### config.mk
export PLATFORM = sky130hd
export DESIGN_NAME = alu_share_ctrl_flat
export DESIGN_NICKNAME = d
export VERILOG_FILES = /design/src/rtl/alu_share_ctrl_if.sv /design/src/rtl/alu_share_ctrl.sv /design/src/flat_wrapper.sv
export SDC_FILE = /design/constraint.sdc
export NUM_CORES = 1
export LEC_CHECK = 0
export ABC_AREA = 1
export CAP_MARGIN = 15
export CORE_MARGIN = 1.5
export CORE_UTILIZATION = 35
export DETAILED_ROUTE_END_ITERATION = 16
export PLACE_DENSITY_LB_ADDON = 0.12
export SLEW_MARGIN = 20
export SYNTH_ARGS = -nofsm -noshare
export SYNTH_HDL_FRONTEND = slang
export SYNTH_SLANG_ARGS = --single-unit
### constraint.sdc
create_clock -name clk -period 1.3 [get_ports clk]
set_input_delay 0.13 -clock clk [delete_from_list [all_inputs] [get_ports clk]]
set_output_delay 0.13 -clock clk [all_outputs]
set_load 0.05 [all_outputs]
### src/rtl/alu_share_ctrl_if.sv
// Signal bundle between the issue logic, the shared-ALU controller and the ALU.
// The controller uses the slave view; the environment side uses the master view.
interface alu_share_ctrl_if #(
   parameter int WIDTH = 8
);
   logic             req0_valid;
   logic             req0_ready;
   logic [2:0]       req0_op;
   logic [WIDTH-1:0] req0_a;
   logic [WIDTH-1:0] req0_b;

   logic             req1_valid;
   logic             req1_ready;
   logic [2:0]       req1_op;
   logic [WIDTH-1:0] req1_a;
   logic [WIDTH-1:0] req1_b;

   logic [WIDTH-1:0] alu_a0;
   logic [WIDTH-1:0] alu_a1;
   logic             alu_a_sel;
   logic [WIDTH-1:0] alu_b;
   logic [2:0]       alu_ctrl;
   logic [WIDTH-1:0] alu_out;

   logic             rsp_valid;
   logic             rsp_ready;
   logic             rsp_id;
   logic [WIDTH-1:0] rsp_data;
   logic             rsp_zero;
   logic             busy;

   modport slave (
      input  req0_valid, req0_op, req0_a, req0_b,
             req1_valid, req1_op, req1_a, req1_b,
             alu_out, rsp_ready,
      output req0_ready, req1_ready,
             alu_a0, alu_a1, alu_a_sel, alu_b, alu_ctrl,
             rsp_valid, rsp_id, rsp_data, rsp_zero, busy
   );

   modport master (
      output req0_valid, req0_op, req0_a, req0_b,
             req1_valid, req1_op, req1_a, req1_b,
             alu_out, rsp_ready,
      input  req0_ready, req1_ready,
             alu_a0, alu_a1, alu_a_sel, alu_b, alu_ctrl,
             rsp_valid, rsp_id, rsp_data, rsp_zero, busy
   );
endinterface

### src/rtl/alu_share_ctrl.sv
// Round-robin sequencer sharing one combinational ALU between two requesters:
// accept, hold the ALU inputs for EXEC_CYCLES, capture, return a tagged response.
module alu_share_ctrl #(
   parameter int WIDTH       = 8,
   parameter int EXEC_CYCLES = 1
) (
   input logic             clk,
   input logic             rst_n,
   alu_share_ctrl_if.slave bus
);
   typedef enum logic [1:0] {
      S_IDLE = 2'd0,
      S_EXEC = 2'd1,
      S_RESP = 2'd2
   } state_e;

   localparam logic [3:0] CNT_LAST = 4'(EXEC_CYCLES - 1);

   state_e           state_q;
   logic [3:0]       cnt_q;
   logic             last_grant_q;
   logic [WIDTH-1:0] alu_a0_q;
   logic [WIDTH-1:0] alu_a1_q;
   logic             alu_a_sel_q;
   logic [WIDTH-1:0] alu_b_q;
   logic [2:0]       alu_ctrl_q;
   logic             rsp_valid_q;
   logic             rsp_id_q;
   logic [WIDTH-1:0] rsp_data_q;
   logic             rsp_zero_q;

   logic             accept_d;
   logic             grant_d;
   logic [2:0]       op_d;
   logic [WIDTH-1:0] a_d;
   logic [WIDTH-1:0] b_d;

   // A tie goes to the requester that was not served last.
   always_comb begin
      // NOTE: every always_comb output gets a default first, so no path can infer a latch.
      accept_d = 1'b0;
      grant_d  = 1'b0;
      if (state_q == S_IDLE) begin
         accept_d = bus.req0_valid | bus.req1_valid;
         if (bus.req0_valid && bus.req1_valid) begin
            grant_d = ~last_grant_q;
         end else begin
            grant_d = bus.req1_valid;
         end
      end
   end

   assign op_d = grant_d ? bus.req1_op : bus.req0_op;
   assign a_d  = grant_d ? bus.req1_a  : bus.req0_a;
   assign b_d  = grant_d ? bus.req1_b  : bus.req0_b;

   assign bus.req0_ready = accept_d & ~grant_d;
   assign bus.req1_ready = accept_d &  grant_d;

   always_ff @(posedge clk or negedge rst_n) begin
      if (!rst_n) begin
         // NOTE: datapath registers are reset too, so the ALU sees zeros and an in-flight op is discarded.
         state_q      <= S_IDLE;
         cnt_q        <= '0;
         last_grant_q <= 1'b1;
         alu_a0_q     <= '0;
         alu_a1_q     <= '0;
         alu_a_sel_q  <= 1'b0;
         alu_b_q      <= '0;
         alu_ctrl_q   <= '0;
         rsp_valid_q  <= 1'b0;
         rsp_id_q     <= 1'b0;
         rsp_data_q   <= '0;
         rsp_zero_q   <= 1'b0;
      end else begin
         // NOTE: non-blocking assignments keep every register update based on pre-edge values.
         unique case (state_q)
            S_IDLE: begin
               if (accept_d) begin
                  // Only the granted requester's A lane is refreshed; the other lane persists.
                  if (grant_d) begin
                     alu_a1_q <= a_d;
                  end else begin
                     alu_a0_q <= a_d;
                  end
                  alu_b_q      <= b_d;
                  alu_ctrl_q   <= op_d;
                  alu_a_sel_q  <= grant_d;
                  last_grant_q <= grant_d;
                  cnt_q        <= '0;
                  state_q      <= S_EXEC;
               end
            end
            S_EXEC: begin
               cnt_q <= cnt_q + 4'd1;
               if (cnt_q == CNT_LAST) begin
                  rsp_data_q  <= bus.alu_out;
                  rsp_zero_q  <= (bus.alu_out == '0);
                  rsp_id_q    <= alu_a_sel_q;
                  rsp_valid_q <= 1'b1;
                  state_q     <= S_RESP;
               end
            end
            S_RESP: begin
               if (bus.rsp_ready) begin
                  rsp_valid_q <= 1'b0;
                  state_q     <= S_IDLE;
               end
            end
            default: begin
               state_q <= S_IDLE;
            end
         endcase
      end
   end

   assign bus.alu_a0    = alu_a0_q;
   assign bus.alu_a1    = alu_a1_q;
   assign bus.alu_a_sel = alu_a_sel_q;
   assign bus.alu_b     = alu_b_q;
   assign bus.alu_ctrl  = alu_ctrl_q;
   assign bus.rsp_valid = rsp_valid_q;
   assign bus.rsp_id    = rsp_id_q;
   assign bus.rsp_data  = rsp_data_q;
   assign bus.rsp_zero  = rsp_zero_q;
   assign bus.busy      = (state_q != S_IDLE);
endmodule
### src/flat_wrapper.sv
// flat-port wrapper written by rule: the top's interface ports become plain ports
module alu_share_ctrl_flat 
#(
   parameter int WIDTH       = 8,
   parameter int EXEC_CYCLES = 1
)
  (clk, rst_n, bus_req0_valid, bus_req0_op, bus_req0_a, bus_req0_b, bus_req1_valid, bus_req1_op, bus_req1_a, bus_req1_b, bus_alu_out, bus_rsp_ready, bus_req0_ready, bus_req1_ready, bus_alu_a0, bus_alu_a1, bus_alu_a_sel, bus_alu_b, bus_alu_ctrl, bus_rsp_valid, bus_rsp_id, bus_rsp_data, bus_rsp_zero, bus_busy);
  alu_share_ctrl_if #(.WIDTH(WIDTH)) bus_i ();
  input logic clk;
  input logic rst_n;
  input wire logic [$bits(bus_i.req0_valid)-1:0] bus_req0_valid;
  input wire logic [$bits(bus_i.req0_op)-1:0] bus_req0_op;
  input wire logic [$bits(bus_i.req0_a)-1:0] bus_req0_a;
  input wire logic [$bits(bus_i.req0_b)-1:0] bus_req0_b;
  input wire logic [$bits(bus_i.req1_valid)-1:0] bus_req1_valid;
  input wire logic [$bits(bus_i.req1_op)-1:0] bus_req1_op;
  input wire logic [$bits(bus_i.req1_a)-1:0] bus_req1_a;
  input wire logic [$bits(bus_i.req1_b)-1:0] bus_req1_b;
  input wire logic [$bits(bus_i.alu_out)-1:0] bus_alu_out;
  input wire logic [$bits(bus_i.rsp_ready)-1:0] bus_rsp_ready;
  output wire logic [$bits(bus_i.req0_ready)-1:0] bus_req0_ready;
  output wire logic [$bits(bus_i.req1_ready)-1:0] bus_req1_ready;
  output wire logic [$bits(bus_i.alu_a0)-1:0] bus_alu_a0;
  output wire logic [$bits(bus_i.alu_a1)-1:0] bus_alu_a1;
  output wire logic [$bits(bus_i.alu_a_sel)-1:0] bus_alu_a_sel;
  output wire logic [$bits(bus_i.alu_b)-1:0] bus_alu_b;
  output wire logic [$bits(bus_i.alu_ctrl)-1:0] bus_alu_ctrl;
  output wire logic [$bits(bus_i.rsp_valid)-1:0] bus_rsp_valid;
  output wire logic [$bits(bus_i.rsp_id)-1:0] bus_rsp_id;
  output wire logic [$bits(bus_i.rsp_data)-1:0] bus_rsp_data;
  output wire logic [$bits(bus_i.rsp_zero)-1:0] bus_rsp_zero;
  output wire logic [$bits(bus_i.busy)-1:0] bus_busy;
  assign bus_i.req0_valid = bus_req0_valid;
  assign bus_i.req0_op = bus_req0_op;
  assign bus_i.req0_a = bus_req0_a;
  assign bus_i.req0_b = bus_req0_b;
  assign bus_i.req1_valid = bus_req1_valid;
  assign bus_i.req1_op = bus_req1_op;
  assign bus_i.req1_a = bus_req1_a;
  assign bus_i.req1_b = bus_req1_b;
  assign bus_i.alu_out = bus_alu_out;
  assign bus_i.rsp_ready = bus_rsp_ready;
  assign bus_req0_ready = bus_i.req0_ready;
  assign bus_req1_ready = bus_i.req1_ready;
  assign bus_alu_a0 = bus_i.alu_a0;
  assign bus_alu_a1 = bus_i.alu_a1;
  assign bus_alu_a_sel = bus_i.alu_a_sel;
  assign bus_alu_b = bus_i.alu_b;
  assign bus_alu_ctrl = bus_i.alu_ctrl;
  assign bus_rsp_valid = bus_i.rsp_valid;
  assign bus_rsp_id = bus_i.rsp_id;
  assign bus_rsp_data = bus_i.rsp_data;
  assign bus_rsp_zero = bus_i.rsp_zero;
  assign bus_busy = bus_i.busy;
  alu_share_ctrl #(.WIDTH(WIDTH), .EXEC_CYCLES(EXEC_CYCLES)) u_core (.clk(clk), .rst_n(rst_n), .bus(bus_i));
endmodule
---- Word-level counts from Yosys, hierarchy flattened ----
Cells that the tools add are included.
word-level totals
  bits in registers ....................... 46
  latch bits .............................. 0
  bits in writable memories ............... 0
  ROM bits ................................ 0
  input port bits ......................... 51
  output and inout bits ................... 42
  logic and storage cells ................. 52
  memories ................................ 0
cells by class
  $add $sub $neg .......................... 1
  $mul .................................... 0
  divide/modulo/power cells ............... 0
  order comparisons ....................... 0
  eq/ne operators ......................... 5
  shift-type cells ........................ 0
  mux-type cells .......................... 15
  bitwise logic cells ..................... 5
  reductions and logical operators ........ 14
operators by type and width
  kind                                                              count
  8-bit two-way mux                                                 2
  3-bit AND reduction                                               4
  8-bit zero test                                                   1
  4-bit case mux with 2 select lines                                1
  2-bit two-way mux                                                 3
  2-bit case mux with 3 select lines                                1
  2-bit AND reduction                                               3
  2-bit nonzero test                                                3
  1-bit two-way mux                                                 5
  4-bit by 1-bit adder with 4-bit output (second input constant)    1
  4-bit zero test                                                   1
  4-bit two-way mux                                                 1
  2-bit by 1-bit != test with 1-bit output (second input constant)  2
  3-bit two-way mux                                                 1
  1-bit bitwise AND                                                 2
  2-bit by 1-bit == test with 1-bit output (second input constant)  1
  2-bit == test (second input constant)                             1
  2-bit zero test                                                   1
  2-bit != test (second input constant)                             1
  1-bit NOT                                                         2
  1-bit case mux with 2 select lines                                1
  1-bit logical AND                                                 1
  1-bit OR                                                          1

---- Logic depth before layout (Yosys ltp) ----
  depth in word-level cells ............... 5
  gate-level depth with buffers ........... 6

---- Least setup slack after synthesis ----
No wires, ideal clock.
  kind .................................... register to output
  from .................................... reg u_core.last_grant_q
  to ...................................... out bus_req0_ready
  data arrival time ....................... 1.340 ns
  slack ................................... -0.170 ns
  stages on the path, launching flop included .. 6
  path buffers ............................ 1
  cells stage by stage .................... dfstp_2 > nand2_1 > nand2_4 > buf_6 > nand3_4 > inv_1
on the way
  cells in the longest elaborated chain, start to end .. 5
RTL lines
  item                    RTL line              text
  from (decl)             alu_share_ctrl.sv:21  logic last_grant_q;
  from (signal assigned)  alu_share_ctrl.sv:89  last_grant_q <= grant_d;
  1-bit NOT               alu_share_ctrl.sv:46  grant_d = ~last_grant_q;
  1-bit two-way mux       alu_share_ctrl.sv:45  if (bus.req0_valid && bus.req1_valid) begin
  1-bit two-way mux       alu_share_ctrl.sv:43  if (state_q == S_IDLE) begin
  1-bit NOT               alu_share_ctrl.sv:57  assign bus.req0_ready = accept_d & ~grant_d;
  1-bit bitwise AND       alu_share_ctrl.sv:57
  to (decl)               flat_wrapper.sv:21    output wire logic [$bits(bus_i.req0_ready)-1:0] bus_req0_ready;
No other way between the ends.

---- Final worst setup path ----
  from .................................... reg u_core.last_grant_q
  to ...................................... out bus_req1_ready
on the way
  cells in the longest elaborated chain, start to end .. 4
RTL lines
  item               RTL line              text
  1-bit NOT          alu_share_ctrl.sv:46
  1-bit two-way mux  alu_share_ctrl.sv:45
  1-bit two-way mux  alu_share_ctrl.sv:43
  1-bit bitwise AND  alu_share_ctrl.sv:58  assign bus.req1_ready = accept_d & grant_d;
  to (decl)          flat_wrapper.sv:22    output wire logic [$bits(bus_i.req1_ready)-1:0] bus_req1_ready;
No other way between the ends.

==> flow_summary_export.csv <==
group,metric,value,unit
run_status,outcome,"complete, but fails checks",
cts,cts_tree,"yes",
layout,nets,407,
grt,grt_pass1_vias,1915,
cts,cts_buffers,5,
placement,buffer_ports.inserted,92,
placement,dp.cells,409,
run,cap_violations,0,
logic_synthesis,syn_nets,286,
grt,grt_pass1_wl,9.190,mm
sta,holdWs,0.3182,ns
layout,drive_above_1_share,32.96,%
die,start_util,36.22,%
die,die-area,0.006569,mm²
cts,clockRootBuffer,"clkbuf_8",
worst_hold_path,hp-class,"in2async",
pwr,pwr-share-seq,25.6,%
sta,fmax,678.9,MHz
placement,globalplace.congestion,0.7717,
sta,rsz0062_at_grt,"true",
grt,grt_max_degree,47,
layout,antennaDiodeCount,0,
pwr,combPwrFrac,66.1,%
routing,drt_iter0_markers,129,
setup_path,critical_path_class,"reg2out",
routing,vias,2055,
pwr,total_power,0.01117,W
layout,fin_cells,430,
pwr,switching_share,46.00,%
logic_synthesis,syn-mean-instance-area,9.150,µm²
die,rows,28,
setup_path,crit_arrival,1.34,ns
pwr,switching_power,0.005139,W
logic_synthesis,syn_area,0.002132,mm²
setup_path,crit_top_cell,"buf_12",
die,die_h,81.05,µm
sta,worst_pin_slew,0.2546,ns
die,io_pins,93,
sta,final.min_clock_period,1.473,ns
routing,routed_via_density,4.779,
setup_path,crit_fanout,2,
sta,finalCritPeriodShare,113.3,%
logic_synthesis,seq_area_frac_synth,54.05,%
routing,ant_nets,0,
setup_path,critPathSlowestCell,"dfstp_2",
grt,antenna_found_initial,0,
routing,drc,0,
cts,clockBufferDepth,2,
logic_synthesis,ys_seq_elements,46,
routing,drt_pass1_iterations,4,
pwr,ir_worst_vdd,0.001567,V
pwr,power_density,2810,mW/mm²
cts,clk_latency,0.31,ns
routing,routed_wl,5.907,mm
layout,area_delta_synth_final,86.44,%
cts,cts_max_level,2,
sta,hold_viol_final,0,
pwr,p_clk_share,8.3,%
sta,setup_viol,27,
setup_path,end_kind,"output port",
cts,cts.sinks,46,
setup_path,startpoint_type,"register",
sta,clock-skew-final,0.007630,ns
die,core-area,0.005886,mm²
logic_synthesis,ys_warn_count,0,
layout,fin_area,0.003975,mm²
run_status,violations,"negative setup slack",
grt,overflow,0,
sta,setup_ws,-0.1729,ns
routing,wire_per_inst,13.74,µm
setup_path,required,1.17,ns
placement,place_area,0.003655,mm²
logic_synthesis,ys_types,22,
sta,timing.slew.headroom,82.97,%
layout,fill_cells,458,
setup_path,slowest_delay,0.55,ns
layout,post-route-util,67.54,%
sta,drv_slew,0,
logic_synthesis,netlist_instances,233,
cts,clkTransAtPathRegs,0.10,ns
pwr,leakage,1.914,nW
setup_path,worstPathCellList,"nand2_2 > nand2_4 > buf_12 > nor2_8 > buf_12",
pwr,internal-power,0.006032,W
placement,dpl.hpwl,4.067,mm
die,die_x,81.05,µm
grt,grt.total_usage,18.33,%
## power by group through the flow
stage	Clock, W	Combinational, W	Sequential (W)
2_1_floorplan	0	0.00179	0.00451
4_1_cts	0.000951	0.00723	0.00288
3_3_place_gp	0	0.00696	0.00288
3_5_place_dp	0	0.00703	0.00289
5_1_grt	0.00103	0.00778	0.00294
6_report	0.000923	0.00739	0.00286
## sequential cells by signal, indices dropped and copies added (netlist names)
| signal | count |
|---|---|
| u_core.bus.rsp_id | 1 |
| u_core.bus.alu_a_sel | 1 |
| u_core.bus.rsp_zero | 1 |
| u_core.bus.alu_ctrl | 3 |
| u_core.bus.alu_a0 | 8 |
| u_core.bus.rsp_valid | 1 |
| u_core.bus.alu_b | 8 |
| u_core.state_q | 2 |
| u_core.bus.alu_a1 | 8 |
| u_core.cnt_q | 4 |
| u_core.last_grant_q | 1 |
| u_core.bus.rsp_data | 8 |
## worst paths after layout
| check | startpoint | endpoint | slack (ns) | cells after the start |
|---|---|---|---|---|
| setup / recovery | u_core.last_grant_q | bus_req1_ready | -0.17 | 5 |
| hold / removal | rst_n | u_core.bus.rsp_data[1] | 0.32 | 3 |
| setup reg to reg | u_core.last_grant_q | u_core.bus.alu_a0[4] | -0.10 | 8 |
| hold reg to reg | u_core.last_grant_q | u_core.last_grant_q | 0.48 | 2 |
| max in group asynchronous | rst_n | u_core.last_grant_q | 0.70 | 3 |
| min in group clk | bus_req1_a[6] | u_core.bus.alu_a1[6] | 0.36 | 3 |
## Yosys cell counts, drive strengths merged
library cell | count | area, µm²
inv | 10 | 37.53
nor2 | 9 | 65.06
dfrtp | 45 | 1126
o21ai | 3 | 15.01
nand3 | 18 | 120.1
dfstp | 1 | 26.28
buf | 9 | 91.33
clkinv | 1 | 5.000
o31ai | 1 | 7.510
ha | 2 | 25.02
nand2 | 109 | 456.7
nand4 | 25 | 156.4
## cells in the final DEF, fill, tap and decap left out, drive strengths merged
cell type,synthesis,routed
ha,2,2
clkdlybuf4s50,0,49
nand3,18,18
o31ai,1,1
dlygate4sd3,0,1
dfrtp,45,45
nor2,9,9
inv,10,10
buf,9,72
dfstp,1,1
clkinvlp,0,2
nand4,25,25
clkbuf,0,6
o21ai,3,3
clkinv,1,2
nand2,109,109
## stage by stage
step / TNS, ns / worst slack (ns)
2_1_floorplan: -0.008252 / -0.008252
3_3_place_gp: -0.7650 / -0.04500
3_5_place_dp: -2.031 / -0.08640
4_1_cts: -0.6993 / -0.1679
5_1_grt: -3.569 / -0.2372
6_report: -1.898 / -0.1729
## worst max-delay path, delay by kind of cell, from the launching register on
| kind | cells | cell delay [ns] |
|---|---|---|
| buf+inv | 2 | 0.26 |
| flops | 1 | 0.55 |
| simple gates | 3 | 0.23 |
## repair_timing
item | 4_1_cts | 5_1_grt
resized for setup | 14 | 12
buffers inserted | 6 | 5
endpoints found under the hold margin | 45 | 0
setup endpoints to repair | 3 | 44
pin swaps | 14 | 7
hold buffers | 1 | 0
gates cloned | 0 | 1
## cells by family after synthesis
family / synth area share, %
adder cells (fa/ha/maj): 1.174
flip-flops: 54.05
buffers and inverters: 6.278
AO/OA/AOI/OAI: 1.056
AND/OR/NAND/NOR: 37.44
## area by class of cell
type	instances	area, µm²	share of cell area (%)
timing repair buffer	123	1689	42.49
sequential	46	1154	29.02
multi-input combinational	167	893.4	22.47
tap	75	93.84	2.361
clock buffer	5	68.82	1.731
inverter	11	51.30	1.291
clock inverter	3	25.02	0.6295
## layer usage
metal  vias to the layer above  global-route usage [%]  share of wire, %
li1                       1000                       -                 -
met1                       959                   24.38                44
met2                        86                   27.42                45
met3                        10                   6.517               8.8
met4                         0                   6.724               2.2
met5                         -                       0                 0
No activity file was read; power rests on OpenSTA's default activity.
